--- src/rtl/apb_pkg.sv ---
// Shared types and defaults for the APB master bridge.
//   apb_state_e : bridge FSM states
//   apb_cmd_t   : one command-stream beat (direction, address, write data)
//   apb_rsp_t   : one response-stream beat (read data, error, timeout flag)
package apb_pkg;

    localparam int unsigned APB_ADDR_W = 32;
    localparam int unsigned APB_DATA_W = 32;

    typedef enum logic [1:0] {
        IDLE,
        SETUP,
        ACCESS,
        RESP
    } apb_state_e;

    typedef struct packed {
        logic                  write;
        logic [APB_ADDR_W-1:0] addr;
        logic [APB_DATA_W-1:0] wdata;
    } apb_cmd_t;

    typedef struct packed {
        logic [APB_DATA_W-1:0] rdata;
        logic                  err;
        logic                  timeout;
    } apb_rsp_t;

endpackage

--- src/rtl/apb_master_bridge.sv ---
// APB (AMBA3-style) master bridge.
// Takes one valid/ready command at a time, runs a SETUP/ACCESS APB transfer,
// and returns read data plus error/timeout status on a valid/ready response
// channel. A wait-state counter aborts ACCESS after TIMEOUT cycles so a slave
// that never raises pready cannot stall the stream.
//
// Ports:
//   pclk, presetn                      clock, synchronous active-low reset
//   cmd_valid/cmd_ready                command handshake
//   cmd_write/cmd_addr/cmd_wdata       command payload
//   rsp_valid/rsp_ready                response handshake
//   rsp_rdata/rsp_err/rsp_timeout      response payload
//   psel/penable/pwrite/paddr/pwdata   APB request outputs
//   prdata/pready/pslverr              APB slave returns
module apb_master_bridge
    import apb_pkg::*;
#(
    parameter int unsigned ADDR_W  = APB_ADDR_W,
    parameter int unsigned DATA_W  = APB_DATA_W,
    parameter int unsigned TIMEOUT = 16
) (
    input  logic              pclk,
    input  logic              presetn,
    input  logic              cmd_valid,
    output logic              cmd_ready,
    input  logic              cmd_write,
    input  logic [ADDR_W-1:0] cmd_addr,
    input  logic [DATA_W-1:0] cmd_wdata,
    output logic              rsp_valid,
    input  logic              rsp_ready,
    output logic [DATA_W-1:0] rsp_rdata,
    output logic              rsp_err,
    output logic              rsp_timeout,
    output logic              psel,
    output logic              penable,
    output logic              pwrite,
    output logic [ADDR_W-1:0] paddr,
    output logic [DATA_W-1:0] pwdata,
    input  logic [DATA_W-1:0] prdata,
    input  logic              pready,
    input  logic              pslverr
);

    localparam int unsigned     CNT_W    = $clog2(TIMEOUT) + 1;
    localparam logic [CNT_W-1:0] CNT_LAST = CNT_W'(TIMEOUT - 1);

    apb_state_e        state_q, state_d;
    logic [CNT_W-1:0]  cnt_q, cnt_d;
    logic              pwrite_q, pwrite_d;
    logic [ADDR_W-1:0] paddr_q, paddr_d;
    logic [DATA_W-1:0] pwdata_q, pwdata_d;
    logic [DATA_W-1:0] rdata_q, rdata_d;
    logic              err_q, err_d;
    logic              to_q, to_d;

    always_ff @(posedge pclk) begin
        if (!presetn) begin
            state_q  <= IDLE;
            cnt_q    <= '0;
            pwrite_q <= 1'b0;
            paddr_q  <= '0;
            pwdata_q <= '0;
            rdata_q  <= '0;
            err_q    <= 1'b0;
            to_q     <= 1'b0;
        end else begin
            state_q  <= state_d;
            cnt_q    <= cnt_d;
            pwrite_q <= pwrite_d;
            paddr_q  <= paddr_d;
            pwdata_q <= pwdata_d;
            rdata_q  <= rdata_d;
            err_q    <= err_d;
            to_q     <= to_d;
        end
    end

    always_comb begin
        state_d  = state_q;
        cnt_d    = cnt_q;
        pwrite_d = pwrite_q;
        paddr_d  = paddr_q;
        pwdata_d = pwdata_q;
        rdata_d  = rdata_q;
        err_d    = err_q;
        to_d     = to_q;

        case (state_q)
            IDLE: begin
                if (cmd_valid) begin
                    pwrite_d = cmd_write;
                    paddr_d  = cmd_addr;
                    pwdata_d = cmd_wdata;
                    cnt_d    = '0;
                    state_d  = SETUP;
                end
            end
            SETUP: begin
                state_d = ACCESS;
            end
            ACCESS: begin
                // pready is checked first so a completion on the last
                // allowed cycle beats the timeout.
                if (pready) begin
                    rdata_d = pwrite_q ? '0 : prdata;
                    err_d   = pslverr;
                    to_d    = 1'b0;
                    state_d = RESP;
                end else begin
                    cnt_d = cnt_q + 1'b1;
                    if (cnt_q == CNT_LAST) begin
                        rdata_d = '0;
                        err_d   = 1'b1;
                        to_d    = 1'b1;
                        state_d = RESP;
                    end
                end
            end
            RESP: begin
                if (rsp_ready) begin
                    state_d = IDLE;
                end
            end
            default: begin
                state_d = IDLE;
            end
        endcase
    end

    assign cmd_ready   = (state_q == IDLE);
    assign psel        = (state_q == SETUP) || (state_q == ACCESS);
    assign penable     = (state_q == ACCESS);
    assign rsp_valid   = (state_q == RESP);
    assign pwrite      = pwrite_q;
    assign paddr       = paddr_q;
    assign pwdata      = pwdata_q;
    assign rsp_rdata   = rdata_q;
    assign rsp_err     = err_q;
    assign rsp_timeout = to_q;

endmodule
--- config.mk ---
export PLATFORM = sky130hd
export DESIGN_NAME = apb_master_bridge
export DESIGN_NICKNAME = d
export VERILOG_FILES = /design/src/rtl/apb_pkg.sv /design/src/rtl/apb_master_bridge.sv
export SDC_FILE = /design/constraint.sdc
export NUM_CORES = 1
export LEC_CHECK = 0
export BUFFER_PORTS_ARGS = -buffer_cell sky130_fd_sc_hd__buf_2
export CAP_MARGIN = 10
export CORE_ASPECT_RATIO = 1.1
export CORE_UTILIZATION = 48
export CTS_CLUSTER_SIZE = 40
export DETAILED_ROUTE_END_ITERATION = 12
export PLACE_DENSITY = 0.91
export REMOVE_ABC_BUFFERS = 1
export SETUP_SLACK_MARGIN = 0.3
export SKIP_CTS_REPAIR_TIMING = 1
export SYNTH_ARGS = -nofsm -noshare
export SYNTH_HDL_FRONTEND = slang
export SYNTH_SLANG_ARGS = --single-unit
--- constraint.sdc ---
create_clock -name pclk -period 3.7 [get_ports pclk]
set_clock_uncertainty 0.05 [all_clocks]
set_input_delay 0.37 -clock pclk [delete_from_list [all_inputs] [get_ports pclk]]
set_output_delay 0.37 -clock pclk [all_outputs]
set_load 0.05 [all_outputs]
==> results of run 1 <==
==> through the flow <==
step | utilization | instances | hold slack, ns
6_report | 0.664 | 745 | 0.187
5_1_grt | 0.664 | 745 | 0.173
4_1_cts | 0.664 | 745 | 0.177
3_5_place_dp | 0.639 | 730 | 0.393
3_3_place_gp | 0.639 | 730 | 0.389
2_1_floorplan | - | 417 | 0.398
==> sequential cells by signal (all words and copies together), names as in the netlist <==
register,flops
state_q,2
rsp_rdata,32
rsp_timeout,1
paddr,32
pwrite,1
pwdata,32
rsp_err,1
cnt_q,5
==> cell usage in the layout, fill, tap and decap left out, drive strengths merged <==
cell type | netlist | final
bufinv | 0 | 1
a22oi | 32 | 32
nand4 | 1 | 1
nand3b | 3 | 3
or3b | 1 | 1
clkinv | 0 | 2
dfxtp | 106 | 106
nor4 | 1 | 1
buf | 13 | 208
mux2i | 2 | 2
ha | 6 | 6
nand4b | 1 | 1
clkbuf | 22 | 10
nor3 | 2 | 2
nor2 | 33 | 33
o21ai | 1 | 1
o31ai | 3 | 3
a221oi | 1 | 1
nand3 | 3 | 3
clkinvlp | 0 | 2
a31oi | 1 | 1
and3 | 1 | 1
and2 | 2 | 2
and3b | 1 | 1
nand2 | 132 | 132
or4 | 1 | 1
a21oi | 70 | 70
nor4b | 2 | 2
nor2b | 1 | 1
or4b | 1 | 1
inv | 6 | 6
nand2b | 2 | 2
a31o | 1 | 1
==> worst min-delay path, delay by kind of cell <==
kind | cells | cell delay [ns]
buffers and inverters | 1 | 0.09
and+or+nand+nor | 1 | 0.05
AOI/OAI and AO/OA | 1 | 0.05
==> worst min path at each step <==
stage / start / end / depth (start not counted)
6_report: cmd_wdata[31] / pwdata[31] / 3
4_1_cts: cmd_wdata[31] / pwdata[31] / 3
2_1_floorplan: cnt_q[4] / cnt_q[4] / 2
3_5_place_dp: paddr[19] / paddr[19] / 2
5_1_grt: cmd_addr[31] / paddr[31] / 3
3_3_place_gp: pwdata[27] / pwdata[27] / 2
==> layout make-up <==
class | instances | area, um^2 | share of cell area
Multi-Input combinational cell | 305 | 1530 | 0.303
Clock buffer | 10 | 138 | 0.0273
Timing Repair Buffer | 208 | 1050 | 0.208
Inverter | 6 | 22.5 | 0.00447
Clock inverter | 5 | 55.1 | 0.0109
Tap cell | 105 | 131 | 0.0260
Sequential cell | 106 | 2120 | 0.421
==> metal layers <==
metal / track usage / share of wire
met1: 0.245 / 0.40
met2: 0.457 / 0.53
met4: 0.100 / 0.021
met5: 0 / 0
met3: 0.0364 / 0.045
==> power by group through the flow <==
stage	clock [mW]	sequential, mW	combinational, mW
2_1_floorplan	0	1.96	0.595
3_3_place_gp	0	1.42	1.48
3_5_place_dp	0	1.42	1.52
4_1_cts	0.705	1.40	1.52
5_1_grt	0.747	1.42	1.63
6_report	0.693	1.40	1.52
==> logic make-up after synthesis <==
logic type	count (synthesis)
AOI/OAI and AO/OA	109
adders and majority gates	6
DFF	106
and+or+nand+nor	188
muxes	2
buffers and inverters	41
==> reports/results.md, run 1 <==
Timing
* **share of the clock period used by the worst path** 0.600
* **Max Clk Rate** 450 MHz
* **final count of negative-setup-slack endpoints** 0
* **post-layout worst setup margin** 1.48 ns
* **final critical delay including setup and external delays** 2.22 ns
* **worst slew margin relative to its limit** 0.212
* **Post-Route Setup TNS** 0 ns
* **endpoints failing hold** 0
* **pin slew with the least headroom to its limit** 1.18 ns
* **unrepaired setup endpoints after global routing** false
* **Pins Over Slew Limit** 0

Floorplan
* **I/O pin cnt** 206
* **die area** 8320 um^2
* **vertical die dimension** 95.6 um
* **CORE AREA** 7600 um^2
* **Std-Cell Rows** 33
* **initial cell density of the core** 0.503
* **Die Wd** 87.1 um

Synth
* **area share of the largest cell type after synthesis** 0.555
* **post-synthesis compound-gate area fraction** 0.168
* **sequential area share after synthesis** 0.555
* **commonest register cell after synthesis** sky130_fd_sc_hd__dfxtp_1
* **post-synthesis share of cell area spent on and, or, nand and nor gates** 0.205
* **commonest cells in the synthesized netlist** sky130_fd_sc_hd__nand2_1, sky130_fd_sc_hd__dfxtp_1, sky130_fd_sc_hd__a21oi_1, sky130_fd_sc_hd__nor2_1, sky130_fd_sc_hd__a22oi_1
* **number of warnings printed during yosys synthesis** 0
* **most area-hungry cell type in the Yosys netlist** sky130_fd_sc_hd__dfxtp_1
* **number of register bits inferred by synthesis** 106
* **share of synthesized flip-flops with an asynchronous set or reset** 0
* **multiplexer share of the synthesized area** 0.00524
* **number of distinct library cells after synthesis** 33
* **average instance area after synthesis** 8.46 um^2
* **top-count cell post-synth** sky130_fd_sc_hd__nand2_1
* **xor/xnor share of the synthesized area** 0
* **main combinational cell family by area after synthesis** simple AND/OR/NAND/NOR gates
* **Post-synth EDFFs** 0
* **Adder-Cell Fraction of Synth Area** 0.0196
* **Synth area leaders** sky130_fd_sc_hd__dfxtp_1, sky130_fd_sc_hd__nand2_1, sky130_fd_sc_hd__a21oi_1
* **Post-Syn Instances** 452
* **total standard cell area after synthesis** 3820 um^2

Finish
* **number of nets in the layout** 745
* **final instance area** 5040 um^2
* **number of inserted filler cells in the final layout** 643
* **fraction of final layout cells with drive strength greater than 1** 0.358
* **Antenna diodes** 0
* **signed area change from the synthesized netlist to the final layout** 31.9%

Critical path
* **reg-to-reg critical path startpoint** state_q[1]
* **crit path buf inv count** 1
* **path length in cells of the critical path** 5
* **Critical Path Fanout Max** 65
* **endpoint of the most critical setup path** paddr[27]
* **data arrival time of the critical path** 2.46 ns
* **cell at the slowest stage of the critical path** sky130_fd_sc_hd__and2_2
* **slack of the worst reg-to-reg path** 1.48 ns
* **cell chain of the critical path** inv_1, ha_1, and2_2, nand2_1, a21oi_1
* **data required time at the worst endpoint** 3.93 ns
* **Worst Path Class, Setup** register to register
* **Critical Path Sink Type** register
* **Register-to-Register Path Depth** 5
* **type of element launching the critical path** register
* **family with the most delay on the worst path** simple AND/OR/NAND/NOR gates
* **terminus of the critical flop-to-flop path** paddr[27]
* **launch point of the critical path** state_q[1]
* **maximum single-stage delay on the critical path** 0.99 ns

GRT
* **pin count of the biggest net entering global routing** 66
* **aggregate global routing overflow** 0
* **global-route total usage across every layer** 0.234
* **first-pass GRT wire length** 15200 um
* **initial antenna violation count** 0
* **via count of the first global-routing pass** 3521

Power
* **power density cells** 716 nW/um^2
* **Internal Pwr Total** 2.00 mW
* **Static Leakage** 2.40 nW
* **Net Sw Power** 1.62 mW
* **worst supply voltage drop on vdd** 0.000341 V
* **proportion of power drawn by the clock network** 0.192
* **PnR Total Power** 3.61 mW
* **power share of the sequential group** 0.388
* **switching share of total power** 0.447
* **part of the power in combinational logic** 0.420

Placed design
* **Final HPWL DP** 7270 um
* **Post-Place Worst Slack** 1.54 ns
* **count of port buffers added during placement** 205
* **Placed Instance Area** 4850 um^2
* **last weighted congestion value of the routability-driven placer** 0.771

Detailed routing
* **total length of routed wires** 10300 um
* **DR pass1 iterations** 4
* **detailed-route via count** 3802
* **average via count per standard cell** 5.10
* **DRC violations left** 0
* **wire length per cell** 13.8 um
* **violation count after the first detailed-routing iteration** 155
* **final antenna-violating net count** 0

Clock network
* **clock transition time at the flip-flop clock pins of the worst setup and hold paths** 0.10 ns
* **clock latency on the worst-skew pair** 0.35 ns
* **number of buffers created by CTS** 9
* **clock tree sinks** 106
* **TritonCTS clock tree** yes
* **number of buffers on the longest clock path** 2
* **total number of H-tree levels** 3
* **buffer cell driving the clock tree root** sky130_fd_sc_hd__clkbuf_8

Run
* **Max-Cap Viols** 0

Min path
* **classification of the worst-slack hold path** input port to register

Outcome
* **result of the run** completed

Power figures use the tool's default switching activity.
==> run 2, diff against run 1 <==
--- a/config.mk
+++ b/config.mk
@@ -8,10 +8,10 @@
 export BUFFER_PORTS_ARGS = -buffer_cell sky130_fd_sc_hd__buf_2
 export CAP_MARGIN = 10
 export CORE_ASPECT_RATIO = 1.1
-export CORE_UTILIZATION = 48
+export CORE_UTILIZATION = 44
 export CTS_CLUSTER_SIZE = 40
 export DETAILED_ROUTE_END_ITERATION = 12
-export PLACE_DENSITY = 0.91
+export PLACE_DENSITY = 0.85
 export REMOVE_ABC_BUFFERS = 1
 export SETUP_SLACK_MARGIN = 0.3
 export SKIP_CTS_REPAIR_TIMING = 1
==> constraint.sdc (replaced) <==
create_clock -name pclk -period 2.18 [get_ports pclk]
set_clock_uncertainty 0.05 [all_clocks]
set_input_delay 0.218 -clock pclk [delete_from_list [all_inputs] [get_ports pclk]]
set_output_delay 0.218 -clock pclk [all_outputs]
set_load 0.05 [all_outputs]
==> reports/results.md, run 2 (synthesis results as in run 1) <==
Floorplan
* **initial cell density of the core** 0.455
* **die area** 9060 um^2
* **Std-Cell Rows** 35
* **I/O pin cnt** 206
* **vertical die dimension** 99.8 um
* **CORE AREA** 8410 um^2
* **Die Wd** 90.9 um

Critical path
* **data required time at the worst endpoint** 2.41 ns
* **cell chain of the critical path** ha_1, and3_1, ha_2, or3b_4, a31o_1, a21oi_1
* **type of element launching the critical path** register
* **Critical Path Sink Type** register
* **Worst Path Class, Setup** register to register
* **Critical Path Fanout Max** 4
* **data arrival time of the critical path** 2.02 ns
* **maximum single-stage delay on the critical path** 0.38 ns
* **cell at the slowest stage of the critical path** sky130_fd_sc_hd__or3b_4

Finish
* **Cell Count, Final, Fillers Out** 756
* **area taken by multi-input logic gates** 1540 um^2
* **most common cell after layout, fill and taps aside** sky130_fd_sc_hd__buf_2
* **number of inserted filler cells in the final layout** 772
* **Antenna diodes** 0
* **most frequent cells in the layout** sky130_fd_sc_hd__buf_2, sky130_fd_sc_hd__nand2_1, sky130_fd_sc_hd__dfxtp_1
* **number of nets in the layout** 749
* **signed area change from the synthesized netlist to the final layout** 34.1%
* **area taken by flip-flops and latches** 2120 um^2
* **fraction of final layout cells with drive strength greater than 1** 0.369

Clock network
* **buffer cell driving the clock tree root** sky130_fd_sc_hd__clkbuf_8
* **TritonCTS clock tree** yes
* **clock latency on the worst-skew pair** 0.35 ns
* **total number of H-tree levels** 3
* **clock transition time at the flip-flop clock pins of the worst setup and hold paths** 0.10 ns
* **clock tree sinks** 106
* **number of buffers on the longest clock path** 2
* **number of buffers created by CTS** 9

GRT
* **aggregate global routing overflow** 0
* **initial antenna violation count** 0
* **first-pass GRT wire length** 15900 um
* **global-route total usage across every layer** 0.215
* **pin count of the biggest net entering global routing** 56
* **via count of the first global-routing pass** 3663

Timing
* **final count of negative-setup-slack endpoints** 0
* **pin slew with the least headroom to its limit** 0.564 ns
* **share of the clock period used by the worst path** 0.820
* **Max Clk Rate** 559 MHz
* **Fin Hold WS** 0.0358 ns
* **Pins Over Slew Limit** 0
* **worst slew margin relative to its limit** 0.623
* **final critical delay including setup and external delays** 1.79 ns
* **unrepaired setup endpoints after global routing** false
* **endpoints failing hold** 0

Min path
* **classification of the worst-slack hold path** input port to register

Power
* **worst supply voltage drop on vdd** 0.000646 V
* **power density cells** 1220 nW/um^2
* **Static Leakage** 2.43 nW
* **PnR Total Power** 6.23 mW

Detailed routing
* **wire length per cell** 13.2 um
* **average via count per standard cell** 5.07
* **violation count after the first detailed-routing iteration** 139
* **detailed-route via count** 3836
* **total length of routed wires** 10000 um
* **final antenna-violating net count** 0
* **DR pass1 iterations** 5
* **DRC violations left** 0

Outcome
* **result of the run** completed

Run
* **Max-Cap Viols** 0

Placed design
* **count of port buffers added during placement** 205
* **instance count after placement with tap cells included** 740
* **last weighted congestion value of the routability-driven placer** 0.728
* **Final HPWL DP** 7180 um

run 2: cell count changes in the layout (fill, tap and decap cells not counted), sizes merged:
cell	change
buf	+4
clkinvlp	-2
clkbuf	+1
inv	+2
run 2: metrics by stage:
stage	instance area, um^2	util	setup TNS (ns)	setup slack, ns
after floorplan	3660	-	-32.26	-0.390
after global placement	4900	0.583	0	0.411
after detailed placement	4900	0.583	0	0.229
after CTS	5100	0.607	0	0.195
after global routing	5120	0.610	0	0.306
final	5120	0.610	0	0.392
run 2: cell type report:
| cell class | instances | share of cell area |
|---|---|---|
| Clock inverter | 5 | 0.0120 |
| Clock buffer | 11 | 0.0276 |
| Inverter | 6 | 0.00439 |
| Sequential cell | 106 | 0.414 |
| Tap cell | 111 | 0.0271 |
| Multi-Input combinational cell | 305 | 0.301 |
| Timing Repair Buffer | 212 | 0.214 |
run 2: worst paths after layout:
path | from | endpoint | slack (ns) | cells after the start
worst max-delay path | cnt_q[0] | state_q[1] | 0.39 | 6
worst min-delay path | cmd_addr[7] | paddr[7] | 0.04 | 3
worst max register to register | cnt_q[0] | state_q[1] | 0.39 | 6
worst min register to register | paddr[16] | paddr[16] | 0.40 | 2
run 2: power breakdown:
group          switching, mW  internal (mW)  total, mW
combinational           1.96          0.650       2.61
sequential             0.148           2.23       2.38
clock                  0.660          0.573       1.23
total                   2.77           3.45       6.23
run 2: layer usage:
| metal | GRT usage | share of wire | up-vias |
|---|---|---|---|
| li1 | - | - | 1883 |
| met1 | 0.236 | 0.40 | 1766 |
| met2 | 0.390 | 0.51 | 149 |
| met5 | 0 | 0 | - |
| met3 | 0.0382 | 0.053 | 38 |
| met4 | 0.126 | 0.040 | 0 |
run 2: worst max-delay path: cells and delay by family, from the launching register on:
family | cells | cell delay, ns
adders and majority gates | 2 | 0.40
DFF | 1 | 0.35
AOI/OAI and AO/OA | 2 | 0.34
and+or+nand+nor | 2 | 0.58
